### src/rtl/reset_sequencer_pkg.sv
`default_nettype none
// ============================================================================
// Module   : reset_sequencer_pkg
// Brief    : State encoding, parameter defaults and counter sizing for the
//            per-domain reset sequencer.
// Revision : 1.0 - initial release
// ============================================================================
package reset_sequencer_pkg;

   typedef enum logic [1:0] {
      ST_HOLD  = 2'd0,
      ST_CLEAR = 2'd1,
      ST_VIDEO = 2'd2,
      ST_RUN   = 2'd3
   } state_t;

   localparam int C_HOLD_CYCLES_DEF    = 16;
   localparam int C_INIT_TIMEOUT_DEF   = 1024;
   localparam int C_STAGGER_CYCLES_DEF = 4;

   // Width that can hold the largest terminal count of the three phases.
   function automatic int cnt_width(input int a, input int b, input int c);
      int m;
      m = a;
      if (b > m) m = b;
      if (c > m) m = c;
      return $clog2(m + 1);
   endfunction

endpackage
`default_nettype wire

### src/rtl/reset_sequencer.sv
`default_nettype none
// ============================================================================
// Module   : reset_sequencer
// Brief    : Releases core, video and bus resets in order, with a memory-init
//            window between core and video release; soft reset re-runs it.
// Revision : 1.0 - initial release
// ============================================================================
module reset_sequencer
   import reset_sequencer_pkg::*;
#(
   parameter int HOLD_CYCLES    = C_HOLD_CYCLES_DEF,
   parameter int INIT_TIMEOUT   = C_INIT_TIMEOUT_DEF,
   parameter int STAGGER_CYCLES = C_STAGGER_CYCLES_DEF
) (
   input  logic clk,
   input  logic rst,
   input  logic soft_reset_req,
   input  logic init_done,
   output logic core_rst,
   output logic video_rst,
   output logic bus_rst,
   output logic init_start,
   output logic ready,
   output logic init_timeout
);

   localparam int CW = cnt_width(HOLD_CYCLES, INIT_TIMEOUT, STAGGER_CYCLES);

   localparam logic [CW-1:0] C_HOLD_LAST    = CW'(HOLD_CYCLES - 1);
   localparam logic [CW-1:0] C_INIT_LAST    = CW'(INIT_TIMEOUT - 1);
   localparam logic [CW-1:0] C_STAGGER_LAST = CW'(STAGGER_CYCLES - 1);

   state_t          r_state;
   logic [CW-1:0]   r_cnt;
   logic            r_core_rst;
   logic            r_video_rst;
   logic            r_bus_rst;
   logic            r_init_start;
   logic            r_ready;
   logic            r_init_timeout;

   always_ff @(posedge clk or posedge rst) begin
      if (rst) begin
         r_state        <= ST_HOLD;
         r_cnt          <= '0;
         r_core_rst     <= 1'b1;
         r_video_rst    <= 1'b1;
         r_bus_rst      <= 1'b1;
         r_init_start   <= 1'b0;
         r_ready        <= 1'b0;
         r_init_timeout <= 1'b0;
      end else begin
         r_init_start <= 1'b0;
         if (soft_reset_req) begin
            r_state     <= ST_HOLD;
            r_cnt       <= '0;
            r_core_rst  <= 1'b1;
            r_video_rst <= 1'b1;
            r_bus_rst   <= 1'b1;
            r_ready     <= 1'b0;
         end else begin
            case (r_state)
               ST_HOLD: begin
                  if (r_cnt == C_HOLD_LAST) begin
                     r_state      <= ST_CLEAR;
                     r_core_rst   <= 1'b0;
                     r_init_start <= 1'b1;
                     r_cnt        <= '0;
                  end else begin
                     r_cnt <= r_cnt + CW'(1);
                  end
               end
               ST_CLEAR: begin
                  // r_init_start marks the first CLEAR cycle, where a
                  // leftover init_done level must not count as completion.
                  if (init_done && !r_init_start) begin
                     r_state     <= ST_VIDEO;
                     r_video_rst <= 1'b0;
                     r_cnt       <= '0;
                  end else if (r_cnt == C_INIT_LAST) begin
                     r_state        <= ST_VIDEO;
                     r_video_rst    <= 1'b0;
                     r_init_timeout <= 1'b1;
                     r_cnt          <= '0;
                  end else begin
                     r_cnt <= r_cnt + CW'(1);
                  end
               end
               ST_VIDEO: begin
                  if (r_cnt == C_STAGGER_LAST) begin
                     r_state   <= ST_RUN;
                     r_bus_rst <= 1'b0;
                     r_ready   <= 1'b1;
                  end else begin
                     r_cnt <= r_cnt + CW'(1);
                  end
               end
               default: begin
                  r_state <= ST_RUN;
               end
            endcase
         end
      end
   end

   assign core_rst     = r_core_rst;
   assign video_rst    = r_video_rst;
   assign bus_rst      = r_bus_rst;
   assign init_start   = r_init_start;
   assign ready        = r_ready;
   assign init_timeout = r_init_timeout;

endmodule
`default_nettype wire

### config.mk
export PLATFORM = sky130hd
export DESIGN_NAME = reset_sequencer
export DESIGN_NICKNAME = d
export VERILOG_FILES = /design/src/rtl/reset_sequencer_pkg.sv /design/src/rtl/reset_sequencer.sv
export SDC_FILE = /design/constraint.sdc
export NUM_CORES = 1
export LEC_CHECK = 0
export ABC_CLOCK_PERIOD_IN_PS = 2500
export CORE_ASPECT_RATIO = 1.75
export CORE_MARGIN = 3
export CORE_UTILIZATION = 30
export CTS_CLUSTER_SIZE = 24
export DETAILED_ROUTE_END_ITERATION = 7
export DONT_BUFFER_PORTS = 1
export SYNTH_ARGS = -nofsm -noshare
export SYNTH_HDL_FRONTEND = slang
export SYNTH_SLANG_ARGS = --single-unit
### constraint.sdc
create_clock -name clk -period 2.5 [get_ports clk]
set_clock_uncertainty 0.2 [all_clocks]
set_input_delay 0.5 -clock clk [delete_from_list [all_inputs] [get_ports clk]]
set_output_delay 0.5 -clock clk [all_outputs]
set_load 0.005 [all_outputs]
# Word-level counts from Yosys, hierarchy flattened
# Index checks and enable logic that the tools add are counted.
[totals] reg_bits=19 inputBits=4 elab_cells=64
[op_classes] addsub=1 n_eq_ne=9 mux=28 bitwise=2 reduce_logical=16
[ops] op="$mux 11" n=5
[ops] op="$pmux 11 s3" n=1
[ops] op="$mux 1" n=16
[ops] op="$add 11x1->11 const B" n=1
[ops] op="$eq 11x10->1 const B" n=1
[ops] op="$eq 11x2->1 const B" n=1
[ops] op="$eq 11x4->1 const B" n=1
[ops] op="$mux 2" n=5
[ops] op="$reduce_bool 2->1" n=5
[ops] op="$ne 3x3->1 const B" n=3
[ops] op="$reduce_and 2->1" n=4
[ops] op="$pmux 2 s3" n=1
[ops] op="$ne 4x4->1 const B" n=1
[ops] op="$reduce_and 4->1" n=1
[ops] op="$reduce_bool 4->1" n=1
[ops] op="$reduce_and 3->1" n=1
[ops] op="$reduce_bool 3->1" n=1
[ops] op="$eq 2x1->1 const B" n=1
[ops] op="$eq 2x2->1 const B" n=1
[ops] op="$logic_not 2->1" n=1
[ops] op="$not 1->1" n=2
[ops] op="$logic_and 1x1->1" n=1
[ops] op="$logic_not 1->1" n=1

# Longest topological paths before layout
[logic_depth] ltp_word=5 mapped_depth=8

# Worst setup path before layout
# OpenSTA, ideal clock, no wires.
[synth_path] kind="register to register" start="reg r_cnt[0]" end="reg r_cnt[8]" setup_time_ns=0.087 t_arrival_ns=2.042 required_ns=2.213 path_slack_ns=0.172 path_stages_with_launch=8 synth_period_minus_slack_ns=2.328 path_cell_list="dfrtp_1 ha_1 and3_4 and4b_1 or3_1 buf_6 or4_1 o211ai_1"
[synth_via] elab_chain_len=5 word_cells_on_any_way=12 classes_between="1 x add/sub; 4 x eq/ne; 6 x mux; 1 x reduce/logical"
[synth_lines] item="start: declaration" line="reset_sequencer.sv:34" source="logic [CW-1:0] r_cnt;"
[synth_lines] item="start signal: assignment" line="reset_sequencer.sv:70" source="r_cnt <= r_cnt + CW'(1);"
[synth_lines] item="start signal: assignment" line="reset_sequencer.sv:86" source="r_cnt <= r_cnt + CW'(1);"
[synth_lines] item="start signal: assignment" line="reset_sequencer.sv:95" source="r_cnt <= r_cnt + CW'(1);"
[synth_lines] item="$add 11x1->11 / $eq 11x10->1 (equally long branches)"
[synth_lines] item="$mux 11" line="reset_sequencer.sv:80" source="end else if (r_cnt == C_INIT_LAST) begin"
[synth_lines] item="$mux 11" line="reset_sequencer.sv:76" source="if (init_done && !r_init_start) begin"
[synth_lines] item="$pmux 11 s3" line="reset_sequencer.sv:62" source="case (r_state)"
[synth_lines] item="$mux 11" line="reset_sequencer.sv:54" source="if (soft_reset_req) begin"
# Parallel ways exist; a longest one is shown, timed or not. The select of a mux whose other input is x is not followed.
# A chain may end at the register's enable or synchronous reset.

# Worst setup path after layout
[layout_path] start="reg r_cnt[1]" end="reg r_cnt[8]"
# Same word-level chain as after synthesis.

==> flow_metrics.tcl <==
set metrics [dict create \
    core_sq_um 3500 \
    layout-drive-gt1-share 0.150 \
    drv_slew 0 \
    grt_pass1_vias 949 \
    r2r_end "r_cnt[8]" \
    post_drt_wl_per_cell_um 15.0 \
    rr_worst_depth 6 \
    max_stage_delay_ps 530 \
    ys_top_cells_by_area "dfrtp_1 (35%), dfstp_2 (7.0%), ha_1 (4.4%), o21ai_0 (4.0%), nand2_1 (3.3%)" \
    dr.pass1.iters 4 \
    synth.area.mux_share 0.00998 \
    synth_nets 127 \
    place_hpwl_um 1900 \
    worst_slew_pin_slew_ps 745 \
    die_height_um 87.1 \
    status "completed" \
    relSlewSlack 0.503 \
    synth_top_family_by_area "simple AND/OR/NAND/NOR gates" \
    clockBufferDepth 2 \
    final_area_sq_um 1260 \
    yosysWarnings 0 \
    syn_to_final_growth_pct 12.0 \
    ant_nets 0 \
    post-route-min-period_ps 2410 \
    num-fill-cells 359 \
    path_clk_slew_ps 70 \
    synth_ff_type "dfrtp_1" \
    rows 28 \
    min_path_type "primary input to asynchronous set/reset pin" \
    syn_avg_cell_area_sq_um 9.48 \
    antenna_cells 0 \
    p_leak_nw 0.565 \
    max_freq_mhz 415 \
    final_util 0.361 \
    ys_async_sr_fraction 1.00 \
    grt_pass1_wl_um 4280 \
    crit_fanout 7 \
    synth_edf_count 0 \
    clock-sinks 19 \
    worstPathRequired_ps 2480 \
    final_nets 136 \
    die_w_um 52.4 \
    synth_top_area_frac 0.355 \
    htree_levels 1 \
    cts-root-buf "clkbuf_8" \
    pin_count 10 \
    place_inst 168 \
    grt-ovfl-total 0 \
    yosys.area_share.simple 0.308 \
    synth_xor_area_frac 0 \
    synth_compound_area_frac 0.176 \
    power.density_nw_per_um2 836 \
    syn_area_sq_um 1130 \
    drt_iter0_drc 35 \
    ctsResizeCount 0 \
    viasPerCell 5.48 \
    place_area_sq_um 1220 \
    routed_wl_um 2580 \
    fin_crit_sh 0.964 \
    numCtsBuffers 3 \
    worstSetupPathType "register to register" \
    critPathArrivalTime_ps 2390 \
    r2r_setup_slack_ps 90 \
    finalNonFillerCells 172 \
    start_util 0.322 \
    num_vias 942 \
    setup.worst_path.end_class "register" \
    ctsHoldBuffers 0 \
    synth_commonest_cells "dfrtp_1 (16), nand2_1 (10), o21ai_0 (9)" \
    grt_max_degree 20 \
    cts_tree "built" \
    syn-instance-count 119 \
    yosysMostFrequentCell "dfrtp_1" \
    crit_family "simple AND/OR/NAND/NOR gates" \
    post_cts_buffers 0 \
    hold_violations 0 \
    setup_viol 0 \
    drc_errors 0 \
    place.gp.congestion 0.839 \
    yosysTopAreaCell "dfrtp_1" \
    setup-tns-final_ps 0 \
    cp_cell_sequence "ha_1 -> and3_4 -> and4b_1 -> or3_1 -> or4_1 -> o211ai_1" \
    maxCapViolCount 0 \
    ys_seq_area_frac 0.425 \
    hold_slack_ps 52.6 \
    crit_buf_inv 0 \
    ys_ff_latch 19 \
    antenna_found_initial 0 \
    vdd_drop_max_v 0.000262 \
    reg2reg_from "r_cnt[1]" \
    rsz0062_at_grt "no" \
    synthAdderAreaFrac 0.0443 \
    port_buffers 0 \
    dieArea_sq_um 4560 \
    synth_cell_type_count 45 \
    clk-insertion-delay-late_ps 260 \
    grtUsageTotal 0.128 \
    cp_slowest_cell "or4_1" \
    startpoint_type "register" \
]
area by class of cell:
type | instances | area [sq um] | area share
Clock buffer | 4 | 45.0 | 0.0356
Inverter | 6 | 22.5 | 0.0178
Multi-Input combinational cell | 91 | 608 | 0.481
Sequential cell | 19 | 479 | 0.379
Tap cell | 45 | 56.3 | 0.0446
Timing Repair Buffer | 7 | 52.6 | 0.0416
through the flow:
step	setup WS [ps]	total power, W
2_1_floorplan	172	0.000701
3_3_place_gp	163	0.000829
3_5_place_dp	94.9	0.000839
4_1_cts	84.2	0.00106
5_1_grt	0.883	0.00114
6_report	89.7	0.00106
worst max path at each step:
| stage | from | slack, ps | endpoint | depth (start not counted) |
|---|---|---|---|---|
| finish | r_cnt[1] | 90 | r_cnt[8] | 6 |
| global route | r_cnt[1] | 0.9 | r_cnt[8] | 6 |
| CTS | r_cnt[1] | 80 | r_cnt[8] | 6 |
| detailed placement | r_cnt[1] | 90 | r_cnt[8] | 6 |
| global placement | r_cnt[1] | 160 | r_cnt[8] | 6 |
| floorplan | r_cnt[0] | 170 | r_cnt[8] | 7 |
cells by family after synthesis:
kind of cell / count (synthesis)
flops: 19
mux: 1
fa+ha+maj: 4
simple gates: 57
buf+inv: 9
compound gates: 29
flip-flops by register name, indices dropped and copies added (netlist names):
name          flops
init_start        1
bus_rst           1
video_rst         1
r_cnt            11
core_rst          1
init_timeout      1
r_state           2
ready             1
routing by layer:
layer,vias to the layer above,global-route usage,wire [um]
met3,5,0.0154,64
met5,-,0,0
met2,15,0.239,1410
met1,466,0.127,1040
met4,0,0.0767,65
li1,456,-,-
placed cells by master (no fill, tap or decap), types with 3 or more instances in the layout:
| cell | n |
|---|---|
| dfrtp_1 | 16 |
| nand2_1 | 10 |
| o21ai_0 | 9 |
| buf_4 | 7 |
| nor2b_1 | 6 |
| inv_1 | 6 |
| nand2b_1 | 4 |
| nor3_1 | 4 |
| and3_1 | 4 |
| a22o_1 | 4 |
| nand3_1 | 4 |
| nor2_1 | 4 |
| ha_1 | 4 |
| o31ai_1 | 3 |
| dfstp_2 | 3 |
| clkbuf_8 | 3 |
report_power, final:
group	internal, W	leakage [nW]	switching (W)
clock network	0.000114	0.0228	0.000101
registers	0.000349	0.245	0.0000380
logic	0.000200	0.297	0.000256
No activity file was read; power rests on OpenSTA's default activity.
